[config.mk]
export PLATFORM = sky130hd
export DESIGN_NAME = fpu_float_to_int_flat
export DESIGN_NICKNAME = d
export VERILOG_FILES = /design/src/rtl/fpu_float_to_int_pkg.sv /design/src/rtl/fpu_float_to_int_if.sv /design/src/rtl/fpu_round_int.sv /design/src/rtl/fpu_float_to_int.sv /design/src/flat_wrapper.sv
export SDC_FILE = /design/constraint.sdc
export NUM_CORES = 1
export LEC_CHECK = 0
export CORE_AREA = 2 2 145 175
export CTS_BUF_LIST = sky130_fd_sc_hd__clkbuf_16
export DETAILED_ROUTE_END_ITERATION = 8
export DIE_AREA = 0 0 147 177
export PLACE_DENSITY = 0.54
export SLEW_MARGIN = 10
export SYNTH_ARGS = -nofsm -noshare
export SYNTH_HDL_FRONTEND = slang
export SYNTH_HIERARCHICAL = 1
export SYNTH_SLANG_ARGS = --single-unit
[constraint.sdc]
create_clock -name clk -period 6.6 [get_ports clk]
set_input_delay 0.99 -clock clk [delete_from_list [all_inputs] [get_ports clk]]
set_output_delay 0.99 -clock clk [all_outputs]
set_load 0.1 [all_outputs]
[src/rtl/fpu_float_to_int_pkg.sv]
// Shared FPU types, constants and bit helpers.
// Used by the float-to-int converter and by its rounding/saturation stage.
package fpu_float_to_int_pkg;

  typedef enum logic [2:0] {
    RM_RNE = 3'd0,
    RM_RTZ = 3'd1,
    RM_RDN = 3'd2,
    RM_RUP = 3'd3,
    RM_RMM = 3'd4
  } fpu_round_mode_t;

  typedef enum logic [2:0] {
    FC_ZERO      = 3'd0,
    FC_SUBNORMAL = 3'd1,
    FC_NORMAL    = 3'd2,
    FC_INF       = 3'd3,
    FC_NAN       = 3'd4
  } fpu_class_t;

  localparam logic [31:0] FPU_INT32_MAX  = 32'h7FFF_FFFF;
  localparam logic [31:0] FPU_INT32_MIN  = 32'h8000_0000;
  localparam logic [31:0] FPU_UINT32_MAX = 32'hFFFF_FFFF;

  // Stage-1 payload: aligned integer magnitude plus everything rounding needs.
  typedef struct packed {
    logic [31:0]     mag;
    logic            round;
    logic            sticky;
    logic            sign;
    fpu_class_t      cls;
    logic            ovf;
    logic            is_signed;
    fpu_round_mode_t rm;
  } f2i_align_t;

  // OR of the n_bits least significant bits of value (n_bits = 0 gives 0).
  function automatic logic get_sticky_bit_32(input logic [31:0] value, input logic [5:0] n_bits);
    logic [63:0] mask;
    mask = (64'd1 << n_bits) - 64'd1;
    return |(value & mask[31:0]);
  endfunction

endpackage

[src/rtl/fpu_float_to_int_if.sv]
// Operand/result handshake bundle of the float-to-int converter.
// master = producer/consumer side, slave = converter side.
interface fpu_float_to_int_if;
  logic        in_valid;
  logic        in_ready;
  logic [31:0] in_float;
  logic        in_signed;
  logic [2:0]  in_rm;
  logic        out_valid;
  logic        out_ready;
  logic [31:0] out_result;
  logic        out_invalid;
  logic        out_inexact;

  modport master (
    output in_valid, in_float, in_signed, in_rm, out_ready,
    input  in_ready, out_valid, out_result, out_invalid, out_inexact
  );

  modport slave (
    input  in_valid, in_float, in_signed, in_rm, out_ready,
    output in_ready, out_valid, out_result, out_invalid, out_inexact
  );
endinterface

[src/rtl/fpu_round_int.sv]
// Combinational round/range-check/saturate for float-to-integer conversion.
// Written against a 32-bit target so the 64-bit conversion path can mirror it.
module fpu_round_int
  import fpu_float_to_int_pkg::*;
(
  input  logic [31:0]     i_mag,
  input  logic            i_round,
  input  logic            i_sticky,
  input  logic            i_sign,
  input  fpu_class_t      i_cls,
  input  logic            i_ovf,
  input  logic            i_is_signed,
  input  fpu_round_mode_t i_rm,
  output logic [31:0]     o_result,
  output logic            o_invalid,
  output logic            o_inexact
);

  logic        w_inc;
  logic [32:0] w_rounded;
  logic        w_in_range;

  // NOTE: every output of a combinational block gets a default before any
  // branch; a path that leaves one unassigned would infer a latch.
  always_comb begin
    w_inc = 1'b0;
    unique case (i_rm)
      RM_RNE:  w_inc = i_round & (i_sticky | i_mag[0]);
      RM_RDN:  w_inc = i_sign & (i_round | i_sticky);
      RM_RUP:  w_inc = ~i_sign & (i_round | i_sticky);
      RM_RMM:  w_inc = i_round;
      default: w_inc = 1'b0;
    endcase
  end

  // One extra bit so rounding up 0xFFFFFFFF is caught as out of range.
  assign w_rounded = {1'b0, i_mag} + {32'd0, w_inc};

  always_comb begin
    if (i_is_signed)
      w_in_range = i_sign ? (w_rounded <= 33'h0_8000_0000) : (w_rounded <= 33'h0_7FFF_FFFF);
    else
      w_in_range = i_sign ? (w_rounded == 33'd0) : ~w_rounded[32];
  end

  always_comb begin
    o_result  = 32'd0;
    o_invalid = 1'b0;
    o_inexact = 1'b0;
    if (i_cls == FC_NAN) begin
      o_result  = i_is_signed ? FPU_INT32_MAX : FPU_UINT32_MAX;
      o_invalid = 1'b1;
    end else if (i_cls == FC_INF || i_ovf || !w_in_range) begin
      if (i_is_signed) o_result = i_sign ? FPU_INT32_MIN : FPU_INT32_MAX;
      else             o_result = i_sign ? 32'd0 : FPU_UINT32_MAX;
      o_invalid = 1'b1;
    end else begin
      o_result  = i_sign ? -w_rounded[31:0] : w_rounded[31:0];
      o_inexact = i_round | i_sticky;
    end
  end

endmodule

[src/rtl/fpu_float_to_int.sv]
// Two-stage IEEE-754 single to 32-bit integer converter (FCVT.W.S / FCVT.WU.S).
// Define FPU_FLOAT_TO_INT_DENORMAL_EN to convert subnormals exactly instead of flushing them.
module fpu_float_to_int
  import fpu_float_to_int_pkg::*;
(
  input logic              clk,
  input logic              rst,
  fpu_float_to_int_if.slave bus
);

  logic [7:0]        w_exp;
  logic [22:0]       w_frac;
  logic [31:0]       w_m;
  logic signed [9:0] w_e;
  logic [4:0]        w_e_lo;
  logic [4:0]        w_rsh;
  f2i_align_t        w_s1;

  assign w_exp  = bus.in_float[30:23];
  assign w_frac = bus.in_float[22:0];
  assign w_m    = {8'h00, 1'b1, w_frac};
  assign w_e    = signed'({2'b00, w_exp}) - 10'sd127;
  assign w_e_lo = w_e[4:0];
  assign w_rsh  = 5'd23 - w_e_lo;

  // Stage 1: classify and right-align the mantissa onto the integer grid.
  always_comb begin
    w_s1           = '0;
    w_s1.sign      = bus.in_float[31];
    w_s1.is_signed = bus.in_signed;
    w_s1.rm        = (bus.in_rm > 3'd4) ? RM_RTZ : fpu_round_mode_t'(bus.in_rm);
    w_s1.cls       = FC_NORMAL;
    if (w_exp == 8'hFF) begin
      w_s1.cls = (w_frac != 23'd0) ? FC_NAN : FC_INF;
    end else if (w_exp == 8'h00) begin
      if (w_frac == 23'd0) begin
        w_s1.cls = FC_ZERO;
      end else begin
`ifdef FPU_FLOAT_TO_INT_DENORMAL_EN
        w_s1.cls    = FC_SUBNORMAL;
        w_s1.sticky = 1'b1;
`else
        w_s1.cls = FC_ZERO;
`endif
      end
    end else if (w_e >= 10'sd32) begin
      w_s1.ovf = 1'b1;
    end else if (w_e >= 10'sd23) begin
      w_s1.mag = w_m << (w_e_lo - 5'd23);
    end else if (w_e >= 10'sd0) begin
      w_s1.mag    = w_m >> w_rsh;
      w_s1.round  = w_m[w_rsh - 5'd1];
      w_s1.sticky = get_sticky_bit_32(w_m, {1'b0, w_rsh - 5'd1});
    end else if (w_e == -10'sd1) begin
      w_s1.round  = 1'b1;
      w_s1.sticky = |w_frac;
    end else begin
      w_s1.sticky = 1'b1;
    end
  end

  logic        r_s1_valid;
  f2i_align_t  r_s1;
  logic        r_out_valid;
  logic [31:0] r_out_result;
  logic        r_out_invalid;
  logic        r_out_inexact;
  logic        w_s1_advance;
  logic        w_in_ready;
  logic [31:0] w_result;
  logic        w_invalid;
  logic        w_inexact;

  assign w_s1_advance = ~r_out_valid | bus.out_ready;
  assign w_in_ready   = ~rst & (~r_s1_valid | w_s1_advance);

  // NOTE: state is written with <= so every register samples pre-edge values;
  // blocking = here would let a later stage see this cycle's update.
  always_ff @(posedge clk) begin
    if (rst)             r_s1_valid <= 1'b0;
    else if (w_in_ready) r_s1_valid <= bus.in_valid;
  end

  // NOTE: payload registers carry no reset; they are only observed when the
  // matching valid bit is set, and that bit is reset.
  always_ff @(posedge clk) begin
    if (bus.in_valid && w_in_ready) r_s1 <= w_s1;
  end

  fpu_round_int u_round (
    .i_mag       (r_s1.mag),
    .i_round     (r_s1.round),
    .i_sticky    (r_s1.sticky),
    .i_sign      (r_s1.sign),
    .i_cls       (r_s1.cls),
    .i_ovf       (r_s1.ovf),
    .i_is_signed (r_s1.is_signed),
    .i_rm        (r_s1.rm),
    .o_result    (w_result),
    .o_invalid   (w_invalid),
    .o_inexact   (w_inexact)
  );

  // Stage 2: result registers are reset because they drive the ports directly.
  always_ff @(posedge clk) begin
    if (rst) begin
      r_out_valid   <= 1'b0;
      r_out_result  <= 32'd0;
      r_out_invalid <= 1'b0;
      r_out_inexact <= 1'b0;
    end else if (w_s1_advance) begin
      r_out_valid <= r_s1_valid;
      if (r_s1_valid) begin
        r_out_result  <= w_result;
        r_out_invalid <= w_invalid;
        r_out_inexact <= w_inexact;
      end
    end
  end

  assign bus.in_ready    = w_in_ready;
  assign bus.out_valid   = r_out_valid;
  assign bus.out_result  = r_out_result;
  assign bus.out_invalid = r_out_invalid;
  assign bus.out_inexact = r_out_inexact;

endmodule

[src/flat_wrapper.sv]
// flat-port wrapper written by rule: the top's interface ports become plain ports
module fpu_float_to_int_flat import fpu_float_to_int_pkg::*;
  (clk, rst, bus_in_valid, bus_in_float, bus_in_signed, bus_in_rm, bus_out_ready, bus_in_ready, bus_out_valid, bus_out_result, bus_out_invalid, bus_out_inexact);
  fpu_float_to_int_if bus_i ();
  input logic clk;
  input logic rst;
  input wire logic [$bits(bus_i.in_valid)-1:0] bus_in_valid;
  input wire logic [$bits(bus_i.in_float)-1:0] bus_in_float;
  input wire logic [$bits(bus_i.in_signed)-1:0] bus_in_signed;
  input wire logic [$bits(bus_i.in_rm)-1:0] bus_in_rm;
  input wire logic [$bits(bus_i.out_ready)-1:0] bus_out_ready;
  output wire logic [$bits(bus_i.in_ready)-1:0] bus_in_ready;
  output wire logic [$bits(bus_i.out_valid)-1:0] bus_out_valid;
  output wire logic [$bits(bus_i.out_result)-1:0] bus_out_result;
  output wire logic [$bits(bus_i.out_invalid)-1:0] bus_out_invalid;
  output wire logic [$bits(bus_i.out_inexact)-1:0] bus_out_inexact;
  assign bus_i.in_valid = bus_in_valid;
  assign bus_i.in_float = bus_in_float;
  assign bus_i.in_signed = bus_in_signed;
  assign bus_i.in_rm = bus_in_rm;
  assign bus_i.out_ready = bus_out_ready;
  assign bus_in_ready = bus_i.in_ready;
  assign bus_out_valid = bus_i.out_valid;
  assign bus_out_result = bus_i.out_result;
  assign bus_out_invalid = bus_i.out_invalid;
  assign bus_out_inexact = bus_i.out_inexact;
  fpu_float_to_int u_core (.clk(clk), .rst(rst), .bus(bus_i));
endmodule
==> impl_metrics.ini <==
[sta]
max_freq_mhz = 167
hold_viol = 0
maxSlewHeadroom_pct = 31.3
rsz0062_at_grt = false
tns_ps = 0
post-route-period-util_pct = 90.7
setup_viol = 0
worstMarginPinSlew_ps = 1030
maxSlewViolCount = 0
period_needed_ps = 5980
finalClockSkew_ps = 8.81

[synth]
yosysWarningCount = 6
synth_nets = 1393
ys.flop_type = edfxtp_1
synth-edff-count = 43
ys_ff_latch = 79
yosys.area.top_type = edfxtp_1
async_flop_share_pct = 0
post-synth-top-count-cell = nand2_1
yosysSeqAreaShare_pct = 21.0
synthTopCellsByArea = edfxtp_1 (13%), dfxtp_1 (7.5%), a21oi_1 (6.8%)
synth.avg_cell_area_um2 = 7.17
synth_top_area_share_pct = 13.5
synthTopCellsByCount = nand2_1 (146), a21oi_1 (130), o21ai_0 (114), nor2_1 (109), clkbuf_1 (68)
synth_cell_type_count = 99
synth_cells = 1338
netlist_area_um2 = 9590

[setup_path]
setup.worst_path.start_class = flop
arrival_ps = 6200
reg2reg_from = u_core/r_s1[8]
crit_family = compound AO/OA/AOI/OAI gates
path_buf_inv = 1
cp.required_ps = 6810
critPathMaxStageDelay_ps = 800
startpoint = u_core/r_s1[8]
crit_chain = inv_1 > mux2_2 > o32a_1 > nor2_1 > ha_1 > ha_1 > nand4_1 > or4_1 > or4_1 > a222oi_1 > nand3_1 > o41ai_1 > a21o_1 > a31o_2 > o21ai_0 > a21o_1 > nand2_1 > a21oi_1
worstSetupPathType = flop to flop
endpoint_kind = flop
cp_max_fo = 40
slowest_stage = or4_1

[grt]
grt_max_degree = 77
overflow = 0
track_usage_pct = 25.2
grt_pass1_wl_um = 53200
antenna_found_initial = 0
grt_pass1_vias = 9676

[finish]
syn_to_final_growth_pct = 11.5
nFillCells = 2621
multi_input_area_um2 = 6950
final_cells = 1663
antenna_cells = 0
final_area_um2 = 10700
fin_nets = 1388
ff_latch_area_um2 = 2010
fin_util_pct = 43.8
drive_gt1_share_pct = 7.92

[clock_network]
cts_hold_buf = 0
post_cts_buffers = 0
ctsResizeCount = 0
clockBufferDepth = 2
cts_tree = yes
h-tree-depth = 3
clk_latency_ps = 340
root_buffer = clkbuf_16
clkSinkCount = 79
cts.clk_slew.worst_paths_ps = 60
cts_buffers = 9

[floorplanning]
die_w_um = 147
rows = 63
initial_core_util_pct = 39.3
die_h_um = 177
ios = 76
die-area_um2 = 26000
core_um2 = 24400

[drt]
met1_length_um = 13700
wirelength_um = 33500
top_layer = met4
drt_iter0_drc = 988
dr_wl_met2_um = 17100
drc = 0
wl_per_cell_um = 20.2
dr_total_vias = 10302
vias_per_cell = 6.19
met3_length_um = 1310
drt-pass1-iter-count = 5
ant_nets = 0

[power]
p_total_w = 0.00183
power.leakage_nw = 3.71
pwr_density_cell_nw_per_um2 = 171
vdd_drop_max_mv = 0.106

[placed_design]
port_buffers = 75
hpwl_um = 25200
place_area_um2 = 10400
place_inst = 1647
gp_congestion = 0.918

[hold_path]
hold_path.class = flop to flop
hp-start = u_core/bus.out_result[11]

[outcome]
outcome = finished, final reports clean

[run]
drv_cap = 0
-- cells in the final DEF, fill, tap and decap left out, drive strengths merged, types with 24 or more instances in the layout --
cell type      instances
nand2                147
a21oi                130
o21ai                121
nor2                 110
clkdlybuf4s50         74
edfxtp                43
nor3                  43
nand3                 38
mux2i                 36
dfxtp                 36
and2                  36
a211oi                34
a21o                  32
buf                   29
nand2b                28
inv                   28
nand4                 25
o22ai                 24
nor4                  24
-- kinds of logic (layout without fill, tap and decap cells) --
kind of cell,after synthesis,count (layout),share of synthesized area (%)
AO/OA/AOI/OAI,467,467,31.0
buffers and inverters,146,146,6.72
flip-flops,79,79,21.0
multiplexers,51,51,6.34
AND/OR/NAND/NOR,548,548,29.9
XOR/XNOR,32,32,3.20
adder cells (fa/ha/maj),15,15,1.96
-- registers in the layout, summed over array words and instances, names as in the netlist --
| signal | cells |
|---|---|
| u_core/r_s1 | 43 |
| u_core/bus.out_result | 32 |
| u_core/bus.out_inexact | 1 |
| u_core/bus.out_invalid | 1 |
| u_core/bus.out_valid | 1 |
| u_core/r_s1_valid | 1 |
-- per-stage QoR --
stage          setup slack, ps  hold slack, ps
2_1_floorplan              976             496
3_3_place_gp               564             442
3_5_place_dp               558             446
4_1_cts                    645             454
5_1_grt                    230             467
6_report                   616             451
-- final cells by class --
type	instances	share of cell area (%)
Clock buffer	9	2.10
Clock inverter	7	0.456
Inverter	27	0.947
Multi-Input combinational cell	1113	65.0
Sequential cell	79	18.8
Tap cell	325	3.80
Timing Repair Buffer	103	8.93
-- metal layers --
layer	vias up	track usage, %
met4	0	12.2
met3	81	1.73
met5	-	0
met2	403	45.9
li1	4996	-
met1	4822	30.1
-- worst paths after layout --
path / to / slack [ps] / depth (start not counted)
setup / recovery: u_core/bus.out_result[26] / 620 / 18
hold / removal: u_core/bus.out_result[11] / 450 / 2
setup reg to reg: u_core/bus.out_result[26] / 620 / 18
hold reg to reg: u_core/bus.out_result[11] / 450 / 2
-- report_power, final --
| part | switching, W | internal, W | total [W] |
|---|---|---|---|
| combinational | 0.000526 | 0.000270 | 0.000795 |
| clock | 0.000207 | 0.000255 | 0.000462 |
| sequential | 0.0000248 | 0.000546 | 0.000571 |
-- worst register-to-register path, stage by stage (launching register included) --
cell	delay [ps]
edfxtp_1	380
inv_1	90
mux2_2	330
o32a_1	320
nor2_1	90
ha_1	410
ha_1	260
nand4_1	240
or4_1	800
or4_1	560
a222oi_1	330
nand3_1	150
o41ai_1	470
a21o_1	210
a31o_2	640
o21ai_0	200
a21o_1	230
nand2_1	70
a21oi_1	60
Power figures use the tool's default switching activity.
